===== src/rtl/sram_like_arbiter.sv =====
// N-channel SRAM-like arbiter: grants one master onto the slave port and routes
// in-order data_ok/rdata back to the issuing channel through an in-flight ID FIFO.
module sram_like_arbiter #(
    parameter int NUM_CH    = 2,
    parameter int MAX_OUTST = 2,
    parameter int RR_MODE   = 1
) (
    input  logic                        clk,
    input  logic                        resetn,
    input  logic [NUM_CH-1:0]           m_req,
    input  logic [NUM_CH-1:0]           m_wr,
    input  logic [2*NUM_CH-1:0]         m_size,
    input  logic [4*NUM_CH-1:0]         m_wstrb,
    input  logic [32*NUM_CH-1:0]        m_addr,
    input  logic [32*NUM_CH-1:0]        m_wdata,
    output logic [NUM_CH-1:0]           m_addr_ok,
    output logic [NUM_CH-1:0]           m_data_ok,
    output logic [31:0]                 m_rdata,
    output logic                        s_req,
    output logic                        s_wr,
    output logic [1:0]                  s_size,
    output logic [3:0]                  s_wstrb,
    output logic [31:0]                 s_addr,
    output logic [31:0]                 s_wdata,
    input  logic                        s_addr_ok,
    input  logic                        s_data_ok,
    input  logic [31:0]                 s_rdata,
    output logic [$clog2(MAX_OUTST):0]  outst_cnt,
    output logic                        proto_err
);
    localparam int ID_W  = (NUM_CH > 1) ? $clog2(NUM_CH) : 1;
    localparam int PTR_W = $clog2(MAX_OUTST) + 1;
    localparam int IDX_W = (MAX_OUTST > 1) ? $clog2(MAX_OUTST) : 1;

    typedef enum logic {ST_OPEN, ST_LOCKED} lock_state_e;

    lock_state_e      state_q, state_d;
    logic [ID_W-1:0]  locked_id;
    logic [ID_W-1:0]  rr_ptr;
    logic [ID_W-1:0]  grant;
    logic [ID_W-1:0]  cand;
    logic             found;

    logic [ID_W-1:0]  id_mem [MAX_OUTST];
    logic [PTR_W-1:0] wr_ptr, rd_ptr;
    logic [IDX_W-1:0] wr_idx, rd_idx;
    logic [ID_W-1:0]  head_id;
    logic             full, empty, accept, pop;

    assign outst_cnt = wr_ptr - rd_ptr;
    assign full      = (outst_cnt == PTR_W'(MAX_OUTST));
    assign empty     = (wr_ptr == rd_ptr);
    assign wr_idx    = IDX_W'(wr_ptr % MAX_OUTST);
    assign rd_idx    = IDX_W'(rd_ptr % MAX_OUTST);
    assign head_id   = id_mem[rd_idx];

    assign s_req   = (|m_req) & ~full;
    assign accept  = s_req & s_addr_ok;
    assign pop     = s_data_ok & ~empty;
    assign m_rdata = s_rdata;

    // NOTE: every signal driven in always_comb gets a default first so no latch is inferred.
    always_comb begin
        grant = '0;
        cand  = '0;
        found = 1'b0;
        if (state_q == ST_LOCKED) begin
            grant = locked_id;
        end else if (RR_MODE != 0) begin
            for (int k = 0; k < NUM_CH; k++) begin
                cand = ID_W'((int'(rr_ptr) + k) % NUM_CH);
                if (!found && m_req[cand]) begin
                    grant = cand;
                    found = 1'b1;
                end
            end
        end else begin
            for (int k = NUM_CH - 1; k >= 0; k--) begin
                if (m_req[k]) grant = ID_W'(k);
            end
        end
    end

    always_comb begin
        s_wr      = 1'b0;
        s_size    = '0;
        s_wstrb   = '0;
        s_addr    = '0;
        s_wdata   = '0;
        m_addr_ok = '0;
        m_data_ok = '0;
        for (int i = 0; i < NUM_CH; i++) begin
            if (s_req && grant == ID_W'(i)) begin
                s_wr    = m_wr[i];
                s_size  = m_size[2*i +: 2];
                s_wstrb = m_wstrb[4*i +: 4];
                s_addr  = m_addr[32*i +: 32];
                s_wdata = m_wdata[32*i +: 32];
            end
            m_addr_ok[i] = accept && (grant == ID_W'(i));
            m_data_ok[i] = pop && (head_id == ID_W'(i));
        end
    end

    // A request the slave has not yet taken pins the grant so its fields stay stable.
    always_comb begin
        state_d = state_q;
        if (accept)     state_d = ST_OPEN;
        else if (s_req) state_d = ST_LOCKED;
    end

    // NOTE: sequential state uses non-blocking assignments so all registers update together.
    always_ff @(posedge clk or negedge resetn) begin
        if (!resetn) begin
            state_q   <= ST_OPEN;
            locked_id <= '0;
            rr_ptr    <= '0;
            wr_ptr    <= '0;
            rd_ptr    <= '0;
            proto_err <= 1'b0;
        end else begin
            state_q <= state_d;
            if (s_req && !s_addr_ok) locked_id <= grant;
            if (accept) begin
                wr_ptr <= wr_ptr + 1'b1;
                if (RR_MODE != 0)
                    rr_ptr <= (grant == ID_W'(NUM_CH - 1)) ? '0 : grant + 1'b1;
            end
            if (pop) rd_ptr <= rd_ptr + 1'b1;
            if (s_data_ok && empty) proto_err <= 1'b1;
        end
    end

    // NOTE: the ID storage has no reset; the pointers alone decide which entries are valid.
    always_ff @(posedge clk) begin
        if (accept) id_mem[wr_idx] <= grant;
    end
endmodule


===== config.mk =====
export PLATFORM = sky130hd
export DESIGN_NAME = sram_like_arbiter
export DESIGN_NICKNAME = d
export VERILOG_FILES = /design/src/rtl/sram_like_arbiter.sv
export SDC_FILE = /design/constraint.sdc
export NUM_CORES = 1
export LEC_CHECK = 0
export BUFFER_PORTS_ARGS = -buffer_cell sky130_fd_sc_hd__buf_2
export CORE_AREA = 2 2 113 115
export DETAILED_ROUTE_END_ITERATION = 8
export DIE_AREA = 0 0 115 117
export PLACE_DENSITY = 0.59
export SLEW_MARGIN = 25
export SYNTH_ARGS = -nofsm -noshare
export SYNTH_HDL_FRONTEND = slang
export SYNTH_SLANG_ARGS = --single-unit

===== constraint.sdc =====
create_clock -name clk -period 1.9 [get_ports clk]
set_input_delay 0.19 -clock clk [delete_from_list [all_inputs] [get_ports clk]]
set_output_delay 0.19 -clock clk [all_outputs]
set_load 0.01 [all_outputs]

==> results of run 1 <==
## how the worst max path moves through the flow
stage / depth (start not counted) / end / slack, ps
floorplan: 7 / s_addr[1] / 50
global placement: 7 / s_wdata[5] / 10
detailed placement: 7 / s_wdata[5] / -20
CTS: 7 / s_wdata[23] / -110
global route: 7 / s_wdata[28] / -170
finish: 7 / s_wdata[23] / -130
## final cells by class
class | count | area [um^2]
tap | 150 | 188
clock buffer | 3 | 75.1
inverter | 5 | 31.3
fill | 1389 | 9150
clock inverter | 1 | 3.75
sequential | 10 | 260
timing repair buffer | 245 | 1370
multi-input combinational | 243 | 1240
## cells by family after synthesis
family / synth area share, %
compound gates: 23.5
xor+xnor: 3.90
fa+ha+maj: 0.722
buf+inv: 21.2
flops: 15.0
mux: 0.578
simple gates: 35.0
## critical path, cell delays in order (launching register included)
cell,delay [ps]
dfrtp_1,390
inv_2,90
ha_4,130
xor3_1,240
a21o_4,250
buf_12,180
a21oi_1,150
buf_2,150
## sequential cells by signal, summed over array words and instances, names as in the netlist
signal     cells
wr_ptr         2
id_mem         2
proto_err      1
locked_id      1
rd_ptr         2
state_q        1
rr_ptr         1
## Yosys cell counts (all sizes together)
| cell type | number |
|---|---|
| nand2 | 146 |
| a21oi | 72 |
| buf | 42 |
| clkbuf | 14 |
| dfrtp | 8 |
| inv | 5 |
| nor2 | 5 |
| xnor2 | 4 |
| edfxtp | 2 |
| o21a | 2 |
| o21ai | 2 |
| a21o | 1 |
| a31o | 1 |
| a31oi | 1 |
| and3 | 1 |
| ha | 1 |
| mux2i | 1 |
| nand2b | 1 |
| nand3 | 1 |
| nor2b | 1 |
| nor3 | 1 |
| xor2 | 1 |
| xor3 | 1 |
## power breakdown
part	leakage (nW)	total, mW	internal, mW	switching, mW
combinational	1.62	5.85	2.47	3.38
clock	0.0385	0.382	0.277	0.105
sequential	0.109	0.389	0.330	0.0592
total	1.77	6.62	3.08	3.54
## repair_timing
item,4_1_cts,5_1_grt
gates cloned,0,0
endpoints found under the hold margin,8,0
hold buffers,1,0
setup endpoints to repair,73,75
pin swaps,1,1
setup buffers,8,2
resized for setup,20,20
## routing by layer
metal / routed length (um) / vias up / share of wire [%]
li1: - / 1357 / -
met1: 2890 / 1116 / 39
met2: 3710 / 154 / 50
met3: 745 / 14 / 9.9
met4: 142 / 0 / 1.9
met5: 0 / - / 0
## through the flow
step                total power, mW  worst slack [ps]  TNS [ps]
global placement               5.53              13.6         0
finish                         6.62              -126     -6360
CTS                            6.41              -107     -5510
global route                   7.22              -170    -10330
detailed placement             5.52             -19.9     -19.9
floorplan                      3.56              54.4         0
## cells in the final DEF (no fill, tap or decap)
cell / netlist / routed
buf_2: 9 / 223
nand2_1: 146 / 145
xor3_1: 1 / 1
nor3_4: 1 / 1
a31o_2: 1 / 1
nand2_4: 0 / 1
clkinv_8: 0 / 1
o21ai_1: 1 / 1
clkinv_1: 0 / 1
a21oi_4: 0 / 2
xnor2_1: 4 / 4
buf_4: 32 / 11
dlygate4sd3_1: 0 / 1
clkbuf_16: 0 / 3
nor2b_1: 1 / 1
inv_1: 5 / 2
xor2_1: 1 / 1
o21a_1: 2 / 1
edfxtp_1: 2 / 2
o21ai_0: 1 / 1
nand3_1: 1 / 1
nand2b_1: 1 / 1
buf_12: 0 / 5
o21a_2: 0 / 1
mux2i_1: 1 / 1
dfrtp_1: 8 / 8
ha_4: 0 / 1
and3_1: 1 / 1
a21oi_1: 72 / 48
a21oi_2: 0 / 22
a21o_4: 0 / 1
nor2_1: 5 / 5
a31oi_1: 1 / 1
inv_2: 0 / 2
buf_6: 1 / 5
==> impl_results.md, run 1 <==
* Router iterations before antenna repair at 4
* Worst-path maximum fanout at 35
* Post-detail-place hpwl at 5.84 mm
* Slew headroom at 76.4%
* Die height at 117 um
* Synth warn at 0
* Worst setup EP type: output pin
* Port Buffer Count at 226
* Final Hold Vio Count at 0
* Layout Area Growth over Synthesis at 82.5%
* Worst R2R Start: wr_ptr[0]
* Worst Hold End: proto_err
* HP Class: primary input to flop
* Largest net degree at the start of global routing at 41
* Total congestion overflow at 0
* Hold path depth at 2
* Final Max Slew Viols at 0
* Wire length of the first global-routing pass at 10.2 mm
* Hold slack at 235 ps
* Reg2reg setup slack at 60 ps
* Most Crowded Layer GR: met2
* Routed vias at 2,641
* Vias in the first global route at 2,222
* Initial Utilization at 14.1%
* Vias/cell at 4.02
* Share of cells above drive strength 1 at 55.2%
* Die area at 0.0135 mm^2
* Arrival @ worst endpoint at 1840 ps
* Worst setup SP type: flop
* Fin area at 0.00316 mm^2
* Post-synth top area cell: nand2_1
* Clock network latency to the later pin of the worst-skew pair at 240 ps
* Seq/Total Area, Yosys at 15.0%
* H-tree Lvls at 1
* M3 GR Usage at 2.47%
* Cells after DPL at 642
* CTS tree: built
* Top-area cell type share of the netlist area at 31.6%
* Max Cap Viol at 0
* Clk_skew at 5.85 ps
* Residual DRC at 0
* Met2 Use GR at 17.6%
* Mapped Cells at 314
* Req. time, crit path at 1710 ps
* Initial antenna violation count at 0
* Fin crit period at 2030 ps
* Clock transition at path regs at 40 ps
* Worst VDD drop at 0.855 mV
* P_leak at 1.77 nW
* Max Clock Freq at 493 MHz
* RSZ-0062 raised after global routing: true
* Failing checks: negative setup slack
* Iter 0 DRT Violations at 51
* Placed cell areas at 0.00282 mm^2
* Clk buf depth at 2
* Routed WL at 7.49 mm
* Power Dens Cells at 2090 mW/mm^2
* RR Endpoint: id_mem[0]
* Tcrit/Tclk final at 107%
* CTS buffer count at 3
* Crit Path Category: flop to output pin
* WL/cell at 11.4 um
* Flops & latches, synth at 10
* R2R cell count at 9
* Final worst setup slack at -126 ps
* Gr usage total at 9.39%
* Post-Syn Area at 0.00173 mm^2
* Fin util at 25.7%
* Core footprint at 0.0123 mm^2
* Sink Count at 10
* Outcome: finished, violations left
* Worst setup path startpoint: wr_ptr[0]
* Post-route ant nets at 0
* ANT cells at 0
* Root Driver: clkbuf_16
* Die width at 115 um
* Post-route insts no fill at 657
* Unique masters post-synth at 26
* Area contributors post-synth: nand2_1 (32%), a21oi_1 (21%), buf_4 (14%), dfrtp_1 (12%), edfxtp_1 (3.5%)
* Hold Startpoint: s_data_ok
* Post-synth net total at 495
* # rows at 41
* Ports at 291
* Nets at 689
* Final setup viols at 73
* Worst slew pin tran at 354 ps
* GP Congestion at 0.711
* Mean Syn Cell Area at 5.52 um^2
* GR Layer Usage met1 at 10.3%
(Power assumes the default switching activity.)
==> run 2, diff against run 1 <==
Clock period 1.9 ns to 1.65 ns, I/O delays scaled along.
==> run 2 against run 1 <==
  * The run still ends with negative setup slack left
  * Via count is 0.57% higher
  * Sequential power is 15% higher
  * Combinational power is 23% higher
  * Count of clock-buffer cells in the layout stayed put
  * Largest cell class unchanged
==> impl_results.md, run 2 (synthesis results as in run 1) <==
* Max incr delay on CP at 380 ps (about the same)
* FILL cells at 1,406 (+1.2%)
* Clk buf depth at 2 (unchanged)
* Commonest non-fill, non-tap cell in the layout: buf_2
* Nets at 693 (+0.58%)
* RSZ-0062 raised after global routing: true
* WL/cell at 11.8 um (+3.2%)
* HP Class: primary input to flop
* Wire length of the first global-routing pass at 10.6 mm (+4.1%)
* Fin area at 0.00327 mm^2 (+3.4%)
* Crit Path Category: flop to output pin
* P_leak at 1.81 nW (+2.4%)
* Critical-path cell list: inv_2 -> ha_4 -> xor3_1 -> a21o_4 -> buf_12 -> a21oi_4 -> buf_2
* CTS buffer count at 3 (unchanged)
* Final Max Slew Viols at 0 (unchanged)
* Post-detail-place hpwl at 5.90 mm (+1.0%)
* Root Driver: clkbuf_16
* Outcome: finished, violations left
* CP top delay family: buffers and inverters
* Max Clock Freq at 504 MHz
* Placed cell areas at 0.00291 mm^2 (+3.1%)
* Commonest cells after routing, fill and taps aside: buf_2 (222), nand2_1 (143), a21oi_1 (52)
* Post-route ant nets at 0 (unchanged)
* Routed vias at 2,656 (+0.57%)
* Router iterations before antenna repair at 4 (unchanged)
* R2R cell count at 8 (-1)
* Arrival @ worst endpoint at 1820 ps (-20 ps)
* Worst setup EP type: output pin
* Fin crit period at 1990 ps
* Sink Count at 10 (unchanged)
* Top flop regs: id_mem x2, rd_ptr x2, wr_ptr x2
* Routed WL at 7.78 mm (+3.9%)
* Reg2reg setup slack at -80 ps (-140 ps)
* Layout Area Growth over Synthesis at 88.7%
* Residual DRC at 0 (unchanged)
* H-tree Lvls at 1 (unchanged)
* Vias/cell at 4.02 (about the same)
* Clock network latency to the later pin of the worst-skew pair at 230 ps (about the same)
* Port Buffer Count at 226 (unchanged)
* Tcrit/Tclk final at 120%
* Ports at 291 (unchanged)
* CP max-delay cell: dfrtp_1
* Clk_skew at 0.930 ps (-4.92 ps)
* Clock transition at path regs at 40 ps (about the same)
* Die area at 0.0135 mm^2 (unchanged)
* Slew headroom at 83.8% (+7.4 points)
* Vias in the first global route at 2,315 (+4.2%)
* Worst setup SP type: flop
* Final setup viols at 77 (+5.5%)
* # rows at 41 (unchanged)
* Initial antenna violation count at 0 (unchanged)
* Final Hold Vio Count at 0 (unchanged)
* Final worst setup slack at -335 ps (-209 ps)
* Worst path bufs/invs at 3 (unchanged)
* Largest net degree at the start of global routing at 39 (-4.9%)
* Die width at 115 um (unchanged)
* CTS tree: built
* Req. time, crit path at 1480 ps (-230 ps)
* Worst-path maximum fanout at 38 (+8.6%)
* Power Dens Cells at 2460 mW/mm^2 (+18%)
* Iter 0 DRT Violations at 67 (+31%)
* Failing checks: negative setup slack
* Max Cap Viol at 0 (unchanged)
* Gr usage total at 9.51% (+0.12 points)
* Total congestion overflow at 0 (unchanged)
* GP Congestion at 0.786 (+11%)
* Fin util at 26.6% (+0.87 points)
* RR Endpoint: id_mem[0]
* Worst R2R Start: wr_ptr[0]
* Worst VDD drop at 0.867 mV (+1.3%)
* Worst slew pin tran at 237 ps (-117 ps)
* Worst Hold End: proto_err
* Hold path depth at 2 (unchanged)
* Hold Startpoint: s_data_ok
* ANT cells at 0 (unchanged)
* Share of cells above drive strength 1 at 56.2% (+0.94 points)
* Die height at 117 um (unchanged)
* Initial Utilization at 14.1% (unchanged)
* Core footprint at 0.0123 mm^2 (unchanged)
[run 2: changes by cell type in the layout (fill, tap and decap cells not counted), sizes merged]
| cell | previous run | this run |
|---|---|---|
| clkbuf | 3 | 4 |
| buf | 244 | 247 |
[run 2: cell type report]
class | instances | area (um^2) | area share, %
Multi-Input combinational cell | 243 | 1290 | 39.5
Sequential cell | 10 | 260 | 7.96
Inverter | 5 | 26.3 | 0.804
Clock inverter | 1 | 3.75 | 0.115
Clock buffer | 3 | 75.1 | 2.30
Tap cell | 150 | 188 | 5.74
Timing Repair Buffer | 249 | 1430 | 43.6
[run 2: through the flow]
stage                     TNS, ps  worst slack, ps  power (mW)  hold slack [ps]  instances
final                      -21990             -335        8.05              221        661
after global placement      -4000             -173        6.66             22.6        650
after CTS                  -21310             -319        7.63              206        659
after detailed placement    -6270             -202        6.63             27.7        650
after global routing       -29190             -434        8.77              231        661
after floorplan             -8020             -114        4.16             -131        314
[run 2: metal layers]
metal,share of wire (%),wire length [um],vias to the layer above,GRT usage [%]
li1,-,-,1370,-
met1,42,3270,1137,11.5
met3,7.8,605,10,2.57
met2,50,3850,139,17.3
met4,0.62,48,0,1.37
met5,0,0,-,0
[run 2: where the power goes]
part | leakage [nW] | switching, mW | internal (mW) | total, mW
clock network | 0.0385 | 0.114 | 0.318 | 0.432
registers | 0.109 | 0.0670 | 0.380 | 0.447
logic | 1.66 | 4.08 | 3.09 | 7.17
[run 2: repair_timing]
item | 4_1_cts | 5_1_grt
endpoints found under the setup margin | 79 | 82
hold endpoints to repair | 8 | 0
pin swaps | 2 | 6
hold buffers | 1 | 0
resized for setup | 25 | 23
setup buffers | 5 | 2
gates cloned | 0 | 1
[run 2: how the worst max path moves through the flow]
stage,endpoint,cells after the start,startpoint
5_1_grt,s_addr[28],7,wr_ptr[0]
6_report,s_addr[13],7,wr_ptr[0]
3_5_place_dp,s_addr[13],7,wr_ptr[0]
3_3_place_gp,s_addr[13],7,wr_ptr[0]
4_1_cts,s_wdata[5],7,wr_ptr[0]
2_1_floorplan,s_addr[10],7,wr_ptr[0]
==> run 3, diff against run 2 <==
Settings changed: CTS_BUF_LIST from default to sky130_fd_sc_hd__clkbuf_8, PLACE_DENSITY 0.59 to default, PLACE_DENSITY_LB_ADDON from default to 0.08.
==> run 3 against run 2 <==
  * The run still ends with negative setup slack left
  * Critical path depth unchanged
  * Die area is the same
  * Via count is 3.7% higher
  * Global-route usage is 1.5 points higher
  * Utilization increased by 0.85 points
  * Non-clock buffer count increased by 8
  * Wire length is 9.6% higher
  * Worst hold slack improved by 4.6 ps
  * Clock power fell by 43%
  * Register-to-register slack lost 70 ps
  * Combinational power up 7.0%
==> impl_results.md, run 3 (synthesis results as in run 1) <==
* Die height at 117 um (unchanged)
* Failing checks: negative setup slack
* CTS tree: built
* Worst setup SP type: flop
* Fin area at 0.00337 mm^2 (+3.2%)
* Residual DRC at 0 (unchanged)
* Sequential share of power at 5.3% (-0.2 points)
* P_leak at 1.84 nW (+1.5%)
* Power Dens Cells at 2480 mW/mm^2 (+0.58%)
* Arrival @ worst endpoint at 1780 ps (-40 ps)
* Critical-path cell list: inv_2 -> ha_4 -> xor3_1 -> a21o_4 -> buf_12 -> a21oi_1 -> buf_2
* Combinational power share at 91.7% (+2.6 points)
* Die width at 115 um (unchanged)
* Vias in the first global route at 2,478 (+7.0%)
* Layout Area Growth over Synthesis at 94.7%
* Area of the multi-input gates at 0.00135 mm^2 (+4.5%)
* Post-route ant nets at 0 (unchanged)
* ANT cells at 0 (unchanged)
* Fin util at 27.4% (+0.85 points)
* Initial antenna violation count at 0 (unchanged)
* Clk buf depth at 2 (unchanged)
* Final Max Slew Viols at 0 (unchanged)
* Initial Utilization at 14.1% (unchanged)
* Req. time, crit path at 1480 ps (about the same)
* Largest net degree at the start of global routing at 31 (-21%)
* Slew headroom at 84.7% (+0.89 points)
* Internal power at 3.96 mW (+4.4%)
* Pre-CTS WS at -161 ps (+40.9 ps)
* H-tree Lvls at 1 (unchanged)
* Router iterations before antenna repair at 4 (unchanged)
* Hold slack at 226 ps (+4.57 ps)
* WL/cell at 12.8 um (+8.5%)
* FILL cells at 1,403 (-0.21%)
* Clock transition at path regs at 50 ps (about the same)
* Gr usage total at 11.0% (+1.5 points)
* CTS buffer count at 3 (unchanged)
* Core footprint at 0.0123 mm^2 (unchanged)
* Switching Fraction at 52.6% (-0.28 points)
* Share of cells above drive strength 1 at 61.2% (+5.0 points)
* Final Hold Vio Count at 0 (unchanged)
* Worst setup EP type: output pin
* Storage cell area at 260 um^2 (unchanged)
* Placed cell areas at 0.00297 mm^2 (+2.2%)
* Nets at 701 (+1.2%)
* Net Sw Power at 4.40 mW (+3.3%)
* Clk_skew at 3.51 ps (+2.57 ps)
* Routed WL at 8.53 mm (+9.6%)
* HP Class: primary input to flop
* Cells after DPL at 657 (+1.1%)
* Max Clock Freq at 514 MHz (+2.0%)
* Post-route insts no fill at 668 (+1.1%)
* Sink Count at 10 (unchanged)
* Root Driver: clkbuf_8
* Overall power at 8.36 mW (+3.8%)
* Crit Path Category: flop to output pin
* Wire length of the first global-routing pass at 12.1 mm (+14%)
* Iter 0 DRT Violations at 47 (-30%)
* Die area at 0.0135 mm^2 (unchanged)
* Setup TNS at -20,420 ps (+1570 ps)
* # rows at 41 (unchanged)
* Tcrit/Tclk final at 118% (-2.3 points)
* Port Buffer Count at 226 (unchanged)
* Outcome: finished, violations left
* Clock network fraction of design power at 2.9% (-2.5 points)
* Routed vias at 2,755 (+3.7%)
* Worst slew pin tran at 230 ps (-6.81 ps)
* Top flop regs: id_mem x2, rd_ptr x2, wr_ptr x2
* Final setup viols at 81 (+5.2%)
* Final worst setup slack at -297 ps (+38.0 ps)
* Commonest non-fill, non-tap cell in the layout: buf_2
* CP max-delay cell: dfrtp_1
* Worst-path maximum fanout at 27 (-29%)
* Commonest cells after routing, fill and taps aside: buf_2 (221), nand2_1 (143), a21oi_2 (39)
* Total congestion overflow at 0 (unchanged)
* Vias/cell at 4.12 (+2.6%)
* Max incr delay on CP at 380 ps (about the same)
* Ports at 291 (unchanged)
* Clock network latency to the later pin of the worst-skew pair at 230 ps (about the same)
* GP Congestion at 0.796 (+1.3%)
* Post-detail-place hpwl at 6.88 mm (+17%)
* Max Cap Viol at 0 (unchanged)
* RSZ-0062 raised after global routing: true
* Worst VDD drop at 1.34 mV (+54%)
* Fin crit period at 1950 ps (-38.0 ps)
-- run 3: worst paths after layout --
kind | from | endpoint | slack [ps] | cells after the start
worst max-delay path | wr_ptr[0] | s_addr[7] | -300 | 7
worst max register to register | wr_ptr[0] | id_mem[1] | -150 | 7
worst min register to register | proto_err | proto_err | 460 | 1
min in group asynchronous | resetn | wr_ptr[0] | 310 | 2
worst min-delay path | s_data_ok | proto_err | 230 | 2
max in group asynchronous | resetn | rd_ptr[0] | 1160 | 2
-- run 3: power by group through the flow --
stage          Sequential (mW)  Combinational (mW)  Clock, mW
2_1_floorplan            0.453                3.71          0
3_3_place_gp             0.446                6.62          0
3_5_place_dp             0.443                6.56          0
4_1_cts                  0.448                7.38      0.257
5_1_grt                  0.458                8.45      0.265
6_report                 0.444                7.67      0.246
-- run 3: cell type report --
| class | instances | area share (%) |
|---|---|---|
| Inverter | 5 | 1.00 |
| Clock buffer | 3 | 1.22 |
| Timing Repair Buffer | 257 | 44.6 |
| Multi-Input combinational cell | 243 | 39.9 |
| Sequential cell | 10 | 7.71 |
| Tap cell | 150 | 5.56 |
-- run 3: repair_timing --
item                                    in CTS  in global routing
hold buffers                                 1                  0
gates resized for setup                     44                 27
pin swaps                                    7                  5
endpoints found under the setup margin      80                 83
gates cloned                                 0                  0
endpoints found under the hold margin        8                  0
setup buffers                                5                  2
-- run 3: metal layers --
layer  vias to the layer above  wire [um]  track usage [%]
li1                       1381          -                -
met5                         -          0                0
met2                       141       4560             21.6
met4                         0         19            0.562
met1                      1227       3250             12.6
met3                         6        695             2.83
-- run 3: worst max-delay path, delay by kind of cell, from the launching register on --
family,cells,cell delay [ps]
compound gates,2,390
xor+xnor,1,230
flops,1,380
fa+ha+maj,1,120
buf+inv,3,400
